--- src/rtl/alarm_controller.sv ---
// rtl/alarm_controller.sv - alarm compare with ring, snooze and lockout sequencing
// Snooze support is present only when ALARM_SNOOZE_EN is defined; otherwise snooze_btn is ignored.
module alarm_controller #(
  parameter int RING_SECS   = 60,
  parameter int SNOOZE_MINS = 5,
  parameter int MAX_SNOOZE  = 3
) (
  input  logic       Clk,
  input  logic       reset_n,
  input  logic       tick,
  input  logic [5:0] seconds,
  input  logic [5:0] minutes,
  input  logic [4:0] hours,
  input  logic       set_valid,
  output logic       set_ready,
  input  logic [4:0] set_hour,
  input  logic [5:0] set_min,
  output logic       set_err,
  input  logic       alarm_on,
  input  logic       snooze_btn,
  input  logic       stop_btn,
  output logic       buzzer,
  output logic [1:0] alarm_state,
  output logic [1:0] snooze_cnt
);

`ifdef ALARM_SNOOZE_EN
  localparam bit SNOOZE_EN = 1'b1;
`else
  localparam bit SNOOZE_EN = 1'b0;
`endif
  localparam int RW = $clog2(RING_SECS + 1);

  typedef enum logic [1:0] {
    IDLE    = 2'd0,
    RINGING = 2'd1,
    SNOOZED = 2'd2,
    LOCKOUT = 2'd3
  } state_t;

  state_t        state_q, state_d;
  logic          buzzer_q;
  logic          set_err_q;
  logic [4:0]    alarm_hour, wake_hour, wake_hour_d;
  logic [5:0]    alarm_min, wake_min, wake_min_d;
  logic [6:0]    min_sum;
  logic [RW-1:0] ring_cnt;
  logic [1:0]    snooze_cnt_q;
  logic          snooze_prev, stop_prev;
  logic          snooze_edge, stop_edge;
  logic          alarm_hit, wake_hit, snooze_take, ring_done;
  logic          write_fire, write_bad;

  assign snooze_edge = snooze_btn & ~snooze_prev;
  assign stop_edge   = stop_btn & ~stop_prev;
  assign alarm_hit   = tick && (hours == alarm_hour) && (minutes == alarm_min) && (seconds == 6'd0);
  assign wake_hit    = tick && (hours == wake_hour) && (minutes == wake_min) && (seconds == 6'd0);
  assign snooze_take = SNOOZE_EN && snooze_edge && (snooze_cnt_q < 2'(MAX_SNOOZE));
  assign ring_done   = (ring_cnt >= RW'(RING_SECS));

  assign set_ready  = (state_q == IDLE);
  assign write_fire = set_valid && set_ready;
  assign write_bad  = (set_hour > 5'd23) || (set_min > 6'd59);

  assign alarm_state = state_q;
  assign buzzer      = buzzer_q;
  assign set_err     = set_err_q;
  assign snooze_cnt  = SNOOZE_EN ? snooze_cnt_q : 2'd0;

  // Wake target: current time plus the snooze interval, wrapping through midnight.
  always_comb begin
    min_sum     = {1'b0, minutes} + 7'(SNOOZE_MINS);
    wake_min_d  = min_sum[5:0];
    wake_hour_d = hours;
    if (min_sum >= 7'd60) begin
      wake_min_d  = 6'(min_sum - 7'd60);
      wake_hour_d = (hours >= 5'd23) ? 5'd0 : hours + 5'd1;
    end
  end

  always_comb begin
    state_d = state_q;
    if (!alarm_on) begin
      state_d = IDLE;
    end else begin
      case (state_q)
        IDLE: begin
          if (alarm_hit) state_d = RINGING;
        end
        RINGING: begin
          if (stop_edge)        state_d = LOCKOUT;
          else if (snooze_take) state_d = SNOOZED;
          else if (ring_done)   state_d = LOCKOUT;
        end
        SNOOZED: begin
          if (stop_edge)     state_d = LOCKOUT;
          else if (wake_hit) state_d = RINGING;
        end
        LOCKOUT: begin
          if (minutes != alarm_min) state_d = IDLE;
        end
        default: state_d = IDLE;
      endcase
    end
  end

  always_ff @(posedge Clk or negedge reset_n) begin
    if (!reset_n) begin
      state_q  <= IDLE;
      buzzer_q <= 1'b0;
    end else begin
      state_q  <= state_d;
      buzzer_q <= (state_d == RINGING);
    end
  end

  // Button history resets high so a button held through reset never looks like a press.
  always_ff @(posedge Clk or negedge reset_n) begin
    if (!reset_n) begin
      snooze_prev  <= 1'b1;
      stop_prev    <= 1'b1;
      set_err_q    <= 1'b0;
      alarm_hour   <= 5'd0;
      alarm_min    <= 6'd0;
      ring_cnt     <= '0;
      snooze_cnt_q <= 2'd0;
      wake_hour    <= 5'd0;
      wake_min     <= 6'd0;
    end else begin
      snooze_prev <= snooze_btn;
      stop_prev   <= stop_btn;
      set_err_q   <= write_fire && write_bad;
      if (write_fire && !write_bad) begin
        alarm_hour <= set_hour;
        alarm_min  <= set_min;
      end
      if ((state_d == RINGING) && (state_q != RINGING)) begin
        ring_cnt <= '0;
      end else if ((state_q == RINGING) && tick && !ring_done) begin
        ring_cnt <= ring_cnt + 1'b1;
      end
      if ((state_d == IDLE) && (state_q != IDLE)) begin
        snooze_cnt_q <= 2'd0;
      end else if ((state_q == RINGING) && (state_d == SNOOZED)) begin
        snooze_cnt_q <= snooze_cnt_q + 2'd1;
        wake_hour    <= wake_hour_d;
        wake_min     <= wake_min_d;
      end
    end
  end

endmodule

--- config.mk ---
export PLATFORM = sky130hd
export DESIGN_NAME = alarm_controller
export DESIGN_NICKNAME = d
export VERILOG_FILES = /design/src/rtl/alarm_controller.sv
export SDC_FILE = /design/constraint.sdc
export NUM_CORES = 1
export LEC_CHECK = 0
export ABC_AREA = 1
export CAP_MARGIN = 0
export CORE_MARGIN = 8
export CORE_UTILIZATION = 38
export CTS_CLUSTER_DIAMETER = 100
export CTS_CLUSTER_SIZE = 40
export DETAILED_ROUTE_END_ITERATION = 7
export GPL_ROUTABILITY_DRIVEN = 0
export PLACE_DENSITY = 0.63
export SYNTH_ARGS = -nofsm -noshare
export SYNTH_HDL_FRONTEND = slang
export SYNTH_SLANG_ARGS = --single-unit
--- constraint.sdc ---
create_clock -name Clk -period 1.3 [get_ports Clk]
set_input_delay 0.13 -clock Clk [delete_from_list [all_inputs] [get_ports Clk]]
set_output_delay 0.13 -clock Clk [all_outputs]
set_load 0.01 [all_outputs]
==> flow_metrics.env <==
export IMPL_grt_overflow_total=0
export IMPL_numCtsBuffers=5
export IMPL_cp_end_kind="flip-flop"
export IMPL_finalSetupViolCount=8
export IMPL_drv_slew=0
export IMPL_fin_crit_ps=1505
export IMPL_ctsHoldBuffers=0
export IMPL_area_growth_pct=44.16
export IMPL_fin_nets=363
export IMPL_wl_per_cell_um=11.34
export IMPL_io_pins=42
export IMPL_vias=1634
export IMPL_reg2reg_from="alarm_min[2]"
export IMPL_synthCells=271
export IMPL_ys_warnings_count=0
export IMPL_run_status="finished, violations left"
export IMPL_vias_per_cell=4.277
export IMPL_synth_top_family_by_area="simple AND/OR/NAND/NOR gates"
export IMPL_required_ps=1480
export IMPL_synth_area_um2=1831
export IMPL_final_setup_skew_ps=7.995
export IMPL_max_cap_violations=0
export IMPL_port_buffers=38
export IMPL_final_common_cell="nand2_1"
export IMPL_cts_buffer_depth=2
export IMPL_antenna_cells=0
export IMPL_fillers=458
export IMPL_ys_ff_latch=33
export IMPL_setup_slack_ps=-205.2
export IMPL_power_density_nw_per_um2=930.4
export IMPL_clk_latency_ps=280
export IMPL_cts_clk_slew_worst_paths_ps=70
export IMPL_hp_start="set_min[5]"
export IMPL_die_area_um2=7294
export IMPL_grt_use_total_pct=11.98
export IMPL_synth_fa_ha_area_share_pct=0.6835
export IMPL_rows=25
export IMPL_mostFrequentLayoutCells="93 x nand2_1, 45 x inv_1, 32 x clkdlybuf4s50_1"
export IMPL_die_y_um=85.41
export IMPL_grt_pass1_wl_um=6934
export IMPL_synth_compound_gate_area_share_pct=4.853
export IMPL_post_dp_hpwl_um=3151
export IMPL_initial_core_util_pct=39.01
export IMPL_routed_wl_um=4330
export IMPL_cp_arrival_ps=1680
export IMPL_rsz0062_at_grt="true"
export IMPL_violations="setup timing"
export IMPL_p_leak_nw=1.449
export IMPL_worstHoldPathType="input port to flip-flop"
export IMPL_critPathLaunch="minutes[1]"
export IMPL_drtAntennaViolNets=0
export IMPL_final_util_pct=56.24
export IMPL_htree_levels=2
export IMPL_grt_max_degree=34
export IMPL_path_max_fanout=6
export IMPL_regArea_um2=829.5
export IMPL_synthXorXnorAreaFrac_pct=1.914
export IMPL_hold_viol_final=0
export IMPL_firstDrtPassIters=4
export IMPL_layout_drive_gt1_share_pct=20.73
export IMPL_initialDrtViolationCount=59
export IMPL_grt_pass1_vias=1589
export IMPL_die_w_um=85.41
export IMPL_drcViolationCount=0
export IMPL_critPathKind="input port to flip-flop"
export IMPL_synth_simple_area_share_pct=31.92
export IMPL_holdWs_ps=167.8
export IMPL_total_power_mw=2.455
export IMPL_synth_mux_area_share_pct=0
export IMPL_ys_types=26
export IMPL_cts_root_buf="clkbuf_8"
export IMPL_fp_coreArea_um2=4692
export IMPL_antenna_found_initial=0
export IMPL_numClockSinks=33
export IMPL_synth_seq_area_share_pct=45.18
export IMPL_max_vdd_ir_drop_mv=0.6048
export IMPL_cts_tree="yes"
export IMPL_fin_crit_sh_pct=115.8
export IMPL_multiInputGateArea_um2=809.5
export IMPL_synth_area_per_cell_um2=6.755
export IMPL_worstSetupStartpointType="input port"
export IMPL_fmax_mhz=664.4
critical path, stage by stage:
cell	delay, ps
clkdlybuf4s50_1	530
inv_2	50
nand2_1	50
nand2_1	60
nor2_2	150
nand2_1	70
nor2_1	90
nand2_1	50
nand2_1	70
nand2_2	80
nor2_4	140
nand3_4	120
nand2_1	80
inv_1	30
layout make-up:
type / instances / share of cell area [%]
sequential: 33 / 31.44
inverter: 57 / 8.108
multi-input combinational: 167 / 30.68
tap: 54 / 2.560
clock buffer: 8 / 3.414
timing repair buffer: 63 / 23.80
flip-flops by register name (all words and copies together), names as in the netlist:
signal / cells
buzzer: 1
alarm_min: 6
wake_hour: 5
set_err: 1
wake_min: 6
alarm_state: 2
alarm_hour: 5
stop_prev: 1
ring_cnt: 6
worst paths after layout:
check | slack (ps) | endpoint | cells past startpoint
min in group asynchronous | 220 | wake_hour[0] | 2
min | 170 | alarm_min[5] | 3
min reg2reg | 390 | wake_min[4] | 0
max reg2reg | -200 | ring_cnt[3] | 12
max in group asynchronous | 820 | stop_prev | 2
max | -210 | ring_cnt[3] | 14
power breakdown:
| group | leakage (nW) | internal [mW] | switching [mW] | total (mW) |
|---|---|---|---|---|
| sequential | 0.426 | 1.10 | 0.0537 | 1.16 |
| clock | 0.0455 | 0.432 | 0.365 | 0.797 |
| combinational | 0.977 | 0.260 | 0.240 | 0.500 |
| total | 1.45 | 1.80 | 0.659 | 2.45 |
Yosys cell counts (all sizes together):
| library cell | number | share of area (%) |
|---|---|---|
| inv | 57 | 12 |
| dfrtp | 32 | 44 |
| xnor2 | 1 | 0.48 |
| nor4 | 1 | 0.34 |
| conb | 1 | 0.20 |
| ha | 1 | 0.68 |
| nor2 | 38 | 8.5 |
| buf | 3 | 1.1 |
| nand2 | 98 | 20 |
| or2 | 1 | 0.34 |
| clkbuf | 12 | 2.5 |
| a41o | 1 | 0.55 |
| nand3 | 4 | 1.8 |
| dfstp | 1 | 1.4 |
| xor2 | 3 | 1.4 |
| o21ai | 7 | 1.9 |
| nand4 | 1 | 0.34 |
| nor3 | 1 | 0.27 |
| a21oi | 8 | 2.4 |
routing by layer:
layer,GRT usage (%),routed length (um),up-vias
li1,-,-,886
met1,14.69,2114,707
met2,18.76,1874,34
met3,3.185,259,7
met4,6.210,82,0
met5,0,0,-
logic make-up (layout without fill, tap and decap cells):
group                    after synthesis  in the layout
AND/OR/NAND/NOR                      144            144
XOR/XNOR                               4              4
AO/OA/AOI/OAI                         16             16
flip-flops                            33             33
other                                  1              2
adder cells (fa/ha/maj)                1              1
buffers and inverters                 72            128
stage by stage:
stage | cell area [um2] | instances | setup WS (ps) | TNS, ps
after floorplan | 1852 | 272 | -28.93 | -42.69
after detailed placement | 2410 | 369 | -486.3 | -8070
after global routing | 2639 | 382 | -366.5 | -2901
after global placement | 2410 | 369 | -467.5 | -7445
final | 2639 | 382 | -205.2 | -1546
after CTS | 2541 | 378 | -182.9 | -1200
what timing repair did:
action,in CTS,in global routing
pin swaps,3,11
setup endpoints to repair,21,20
setup buffers,1,3
gates cloned,0,2
gates resized for setup,13,18
No activity file was read; power rests on OpenSTA's default activity.
